[src/rtl/arf_access_sequencer.sv]
// ARF access sequencer: turns FETCH/PUSH/POP/SP_INIT commands into ARF FunSel/RSel/OutASel and byte-memory strobes.
// Optional stack over/underflow checking is compiled in with `define ARF_SEQ_BOUNDS_EN.
module arf_access_sequencer #(
  parameter int unsigned STACK_DEPTH = 16,
  parameter int unsigned FETCH_BYTES = 2
) (
  input  logic        clk,
  input  logic        rst,
  input  logic        cmd_valid,
  output logic        cmd_ready,
  input  logic [1:0]  cmd_op,
  input  logic [7:0]  cmd_data,
  output logic        rsp_valid,
  output logic [7:0]  rsp_data,
  output logic        rsp_err,
  output logic [15:0] ir_out,
  output logic [1:0]  arf_funsel,
  output logic [2:0]  arf_rsel,
  output logic [1:0]  arf_outasel,
  output logic [7:0]  arf_i,
  input  logic [7:0]  arf_outa,
  output logic [7:0]  mem_addr,
  output logic        mem_rd,
  output logic        mem_wr,
  output logic [7:0]  mem_wdata,
  input  logic [7:0]  mem_rdata
);

  localparam logic [1:0] FS_CLR  = 2'b00;
  localparam logic [1:0] FS_LOAD = 2'b01;
  localparam logic [1:0] FS_INC  = 2'b10;
  localparam logic [1:0] FS_DEC  = 2'b11;
  localparam logic [1:0] OA_SP   = 2'b01;
  localparam logic [1:0] OA_PC   = 2'b11;
  // RSel bit meaning differs between load/clear and inc/dec
  localparam logic [2:0] RS_LD_SP = 3'b100;
  localparam logic [2:0] RS_ID_PC = 3'b100;
  localparam logic [2:0] RS_ID_SP = 3'b001;
  localparam bit TWO_BYTE = (FETCH_BYTES == 2);

  typedef enum logic [3:0] {
    S_IDLE, S_F1, S_F2, S_F3, S_F4, S_P1, S_P2,
    S_O1, S_O2, S_O3, S_O4, S_SI, S_ERR
  } state_t;

  state_t      state, state_nx;
  logic [7:0]  cmd_q;
  logic [7:0]  lo_q;
  logic [15:0] ir_q;
  logic [7:0]  rdata_q;
  logic        full, empty;
  logic        fetch_done;
  logic [15:0] ir_new;

`ifdef ARF_SEQ_BOUNDS_EN
  localparam int unsigned DW = $clog2(STACK_DEPTH + 1);
  logic [DW-1:0] depth;

  always_ff @(posedge clk) begin
    if (rst) begin
      depth <= '0;
    end else begin
      case (state)
        S_SI:    depth <= '0;
        S_P2:    depth <= depth + DW'(1);
        S_O4:    depth <= depth - DW'(1);
        default: depth <= depth;
      endcase
    end
  end

  assign full    = (depth == DW'(STACK_DEPTH));
  assign empty   = (depth == '0);
  assign rsp_err = (state == S_ERR);
`else
  assign full    = 1'b0;
  assign empty   = 1'b0;
  assign rsp_err = 1'b0;
`endif

  always_ff @(posedge clk) begin
    if (rst) begin
      state <= S_IDLE;
    end else begin
      state <= state_nx;
    end
  end

  always_comb begin
    state_nx    = state;
    cmd_ready   = 1'b0;
    rsp_valid   = 1'b0;
    arf_funsel  = FS_CLR;
    arf_rsel    = 3'b000;
    arf_outasel = 2'b00;
    mem_rd      = 1'b0;
    mem_wr      = 1'b0;
    case (state)
      S_IDLE: begin
        cmd_ready = 1'b1;
        if (cmd_valid) begin
          case (cmd_op)
            2'b00:   state_nx = S_F1;
            2'b01:   state_nx = full  ? S_ERR : S_P1;
            2'b10:   state_nx = empty ? S_ERR : S_O1;
            default: state_nx = S_SI;
          endcase
        end
      end
      S_F1: begin
        arf_outasel = OA_PC;
        arf_funsel  = FS_INC;
        arf_rsel    = RS_ID_PC;
        state_nx    = S_F2;
      end
      S_F2: begin
        mem_rd      = 1'b1;
        arf_outasel = OA_PC;
        if (TWO_BYTE) begin
          arf_funsel = FS_INC;
          arf_rsel   = RS_ID_PC;
        end
        state_nx = S_F3;
      end
      S_F3: begin
        if (TWO_BYTE) begin
          mem_rd   = 1'b1;
          state_nx = S_F4;
        end else begin
          rsp_valid = 1'b1;
          state_nx  = S_IDLE;
        end
      end
      S_F4: begin
        rsp_valid = 1'b1;
        state_nx  = S_IDLE;
      end
      S_P1: begin
        arf_outasel = OA_SP;
        arf_funsel  = FS_DEC;
        arf_rsel    = RS_ID_SP;
        state_nx    = S_P2;
      end
      S_P2: begin
        arf_outasel = OA_SP;
        mem_wr      = 1'b1;
        rsp_valid   = 1'b1;
        state_nx    = S_IDLE;
      end
      S_O1: begin
        arf_outasel = OA_SP;
        arf_funsel  = FS_INC;
        arf_rsel    = RS_ID_SP;
        state_nx    = S_O2;
      end
      // OutA is registered pre-update, so the incremented SP is selected one cycle later
      S_O2: begin
        arf_outasel = OA_SP;
        state_nx    = S_O3;
      end
      S_O3: begin
        mem_rd   = 1'b1;
        state_nx = S_O4;
      end
      S_O4: begin
        rsp_valid = 1'b1;
        state_nx  = S_IDLE;
      end
      S_SI: begin
        arf_funsel = FS_LOAD;
        arf_rsel   = RS_LD_SP;
        rsp_valid  = 1'b1;
        state_nx   = S_IDLE;
      end
      S_ERR: begin
        rsp_valid = 1'b1;
        state_nx  = S_IDLE;
      end
      default: state_nx = S_IDLE;
    endcase
  end

  assign fetch_done = (state == S_F4) || (!TWO_BYTE && (state == S_F3));
  assign ir_new     = TWO_BYTE ? {mem_rdata, lo_q} : {8'h00, mem_rdata};

  always_ff @(posedge clk) begin
    if (rst) begin
      cmd_q   <= '0;
      lo_q    <= '0;
      ir_q    <= '0;
      rdata_q <= '0;
    end else begin
      if (cmd_valid && cmd_ready) cmd_q <= cmd_data;
      if (state == S_F3) lo_q <= mem_rdata;
      if (fetch_done) ir_q <= ir_new;
      if (state == S_O4) rdata_q <= mem_rdata;
    end
  end

  // Results are forwarded in the response cycle and held in registers afterwards
  assign ir_out    = fetch_done ? ir_new : ir_q;
  assign rsp_data  = (state == S_O4) ? mem_rdata : rdata_q;
  assign arf_i     = cmd_q;
  assign mem_addr  = arf_outa;
  assign mem_wdata = cmd_q;

endmodule

[config.mk]
export PLATFORM = sky130hd
export DESIGN_NAME = arf_access_sequencer
export DESIGN_NICKNAME = d
export VERILOG_FILES = /design/src/rtl/arf_access_sequencer.sv
export SDC_FILE = /design/constraint.sdc
export NUM_CORES = 1
export LEC_CHECK = 0
export CAP_MARGIN = 0
export CORE_ASPECT_RATIO = 1.25
export CORE_MARGIN = 2
export CORE_UTILIZATION = 43
export DETAILED_ROUTE_END_ITERATION = 8
export PLACE_DENSITY = 0.79
export RECOVER_POWER = 25
export SYNTH_ARGS = -nofsm -noshare
export SYNTH_HDL_FRONTEND = slang
export SYNTH_SLANG_ARGS = --single-unit
[constraint.sdc]
create_clock -name clk -period 2.2 [get_ports clk]
set_input_delay 0.44 -clock clk [delete_from_list [all_inputs] [get_ports clk]]
set_output_delay 0.44 -clock clk [all_outputs]
set_load 0.05 [all_outputs]
==> results by group <==
STA
  – Post-Route Skew: 4.122 ps
  – Least-Margin Pin Slew: 824.1 ps
  – # setup viols final: 0
  – Tmin final: 2183 ps
  – Max Fclk: 458.1 MHz
  – Final hold violation count: 0
  – PnR worst setup slack: 16.94 ps
  – Part of the cycle the worst path needs: 99.23%
  – RSZ-0062 raised after global routing: yes
  – Slew HR: 45.06%
  – Max-slew violation count: 0

Worst setup path
  – Flop2flop setup slack: 640 ps
  – Element type at the critical path end: primary output
  – Register-to-Register Path Depth: 5
  – Critical Path AT: 1740 ps
  – CP top delay family: buffers and inverters
  – Slowest stage delay, CP: 370 ps
  – Worst path cell trace: nor4b_4 > buf_4 > buf_12 > mux2_2 > buf_12
  – Critical Path Slowest Stage Cell: mux2_2
  – Stages on worst setup path: 5
  – Worst Path Max Fanout: 8
  – CP Buf/Inv Count: 3
  – CP Data Required Time: 1760 ps
  – Setup crit start kind: register
  – R2R Path End: ir_q[3]$_SDFF_PP0_
  – R2r startpoint: state[1]$_SDFFE_PP0P_
  – Setup Crit Path Kind: register to primary output
  – Most frequent CP cell: buf_12

Clock network
  – Root buffer cell: clkbuf_8
  – # H-tree levels: 2
  – Max Buffers Root-to-Sink: 2
  – TritonCTS clock tree: built
  – Clk_lat worst skew: 300 ps
  – Clock Sinks: 44
  – Cts bufs inserted: 5
  – Clk pin slew, worst setup/hold paths: 80 ps

Detailed routing
  – Vias: 1,693
  – Drt first pass iters: 4
  – Via/cell ratio: 4.994
  – Final WL: 4561 um
  – Drc violations: 0
  – Detail Route Antenna Nets: 0
  – Initial DRC Count: 66
  – Routed len/inst: 13.45 um

Floorplan
  – Site Rows: 29
  – Die outline width: 68.14 um
  – I/O pin count: 89
  – Chip height: 84.17 um
  – Die Area: 5735 um2
  – Initial Util: 44.15%
  – Core area: 5007 um2

Synth
  – Yosys reg bits: 44
  – Mapped Avg Cell Area: 10.14 um2
  – Sequential element share of the synthesized area: 39.84%
  – Share of the synthesized area in the top cell type: 39.84%
  – Post-synth ARST share: 0%
  – Library cells used by synthesis: 37
  – Synth area leader: dfxtp_1
  – Syn. warnings: 0
  – Synth area leaders: dfxtp_1 (40%), mux2_2 (7.1%), mux2_4 (6.8%)
  – Post-synth EDFFs: 0
  – Top_reg_cell synth: dfxtp_1
  – Mapped Cells: 218
  – Post-synth top cells: dfxtp_1 (44), buf_4 (19), nor2b_1 (15)
  – Netlist Area Pre-Place: 2211 um2
  – Top-count cell post-synth: dfxtp_1

Final layout
  – Layout cells sized above 1: 33.94%
  – Final Util: 65.62%
  – Area growth syn-to-layout: 48.61%
  – # nets final: 307
  – Layout Cell Area excl Fill: 3286 um2
  – Final Non-Filler Cells: 339
  – Ant diodes: 0

Hold path
  – Hold Path Origin: arf_i[3]$_SDFFE_PP0P_
  – Worst Hold Depth: 2
  – Hold EP: arf_i[3]$_SDFFE_PP0P_
  – Class of the worst hold path: register to register

Power and ir drop
  – Lkg Pwr: 1.325 nW
  – Worst VDD drop: 0.5313 mV
  – PwrDens: 967.3 nW/um2
  – Pwr Total: 3.178 mW

Place
  – DP HPWL: 3185 um
  – Number of buffers added on ports: 70
  – Worst slack at placement: 181.6 ps
  – Inst Count DP: 326
  – GPL Wtd Cong: 0.7698
  – Area of placed instances: 3105 um2

Global route
  – Number of global-route vias before repair: 1,606
  – First-pass GRT wire length: 7590 um
  – Antenna violations before repair: 0
  – Remaining Overflow, GRT: 0
  – GR Util All Layers: 17.03%
  – Largest net degree at the start of global routing: 50

Outcome
  – Outcome: finished, final reports clean

Job
  – # Max-Cap Violations: 0
worst min-delay path: stages (launching register included):
cell      delay (ps)
dfxtp_1          320
nand2b_1          60
o21ai_0           60
sequential cells by signal (all words and copies together), names as in the netlist:
signal and count:
arf_i 8, ir_q 16, lo_q 8, rdata_q 8, state 4
final cells by class:
type,count,area (um2)
Multi-Input combinational cell,138,1139
Sequential cell,44,888.4
Inverter,1,3.754
Clock inverter,1,7.507
Tap cell,62,77.57
Timing Repair Buffer,86,1084
Fill cell,414,1722
Clock buffer,7,86.33
kinds of logic after synthesis:
family,after synthesis,share of synthesized area (%)
xor+xnor,1,0.3962
mux,34,18.45
compound gates,20,5.377
buf+inv,37,10.70
simple gates,79,23.94
flops,44,39.84
fa+ha+maj,2,1.132
other cells,1,0.1696
what timing repair did:
action                                  in CTS  in global routing
gates resized for setup                      8                  2
endpoints found under the setup margin      16                 12
pin swaps                                    0                  2
hold buffers                                 0                  0
buffers inserted                             0                  4
cloned                                       0                  1
per-stage QoR:
stage	hold WS [ps]	TNS (ps)
4_1_cts	491.7	0
3_5_place_dp	477.5	0
2_1_floorplan	454.4	-161.4
6_report	486.5	0
3_3_place_gp	467.7	0
5_1_grt	520.3	-376.9
metal layers:
metal | global-route usage (%) | up-vias | part of all wire [%]
met3 | 4.826 | 5 | 6.6
met1 | 21.14 | 796 | 42
li1 | - | 833 | -
met2 | 27.80 | 59 | 50
met4 | 5.818 | 0 | 1.0
met5 | 0 | - | 0
report_power, final:
group / switching, mW / internal (mW) / leakage, nW
logic: 0.948 / 0.783 / 0.922
registers: 0.0565 / 0.869 / 0.358
clock network: 0.267 / 0.255 / 0.0445
total: 1.27 / 1.91 / 1.33
cell usage in the layout, fill, tap and decap left out, types with 2 or more instances in the layout:
cell,n
a21oi_1,3
and2b_1,10
buf_12,26
buf_4,20
buf_6,2
clkbuf_8,6
clkdlybuf4s50_1,35
conb_1,2
dfxtp_1,40
dfxtp_2,3
ha_1,2
mux2_2,13
mux2_4,11
mux2i_1,10
nand2_1,5
nand2b_1,12
nand4b_1,9
nor2_1,13
nor2b_1,15
nor3_1,2
o21a_1,2
o21ai_0,10
or2_2,3
how the worst max path moves through the flow:
stage                           from             to
2_1_floorplan  state[2]$_SDFFE_PP0P_  arf_funsel[1]
3_3_place_gp   state[0]$_SDFFE_PP0P_  arf_funsel[1]
3_5_place_dp   state[0]$_SDFFE_PP0P_  arf_funsel[1]
4_1_cts        state[1]$_SDFFE_PP0P_      ir_out[0]
5_1_grt        state[1]$_SDFFE_PP0P_      ir_out[4]
6_report       state[1]$_SDFFE_PP0P_      ir_out[4]
(Power assumes the default switching activity.)
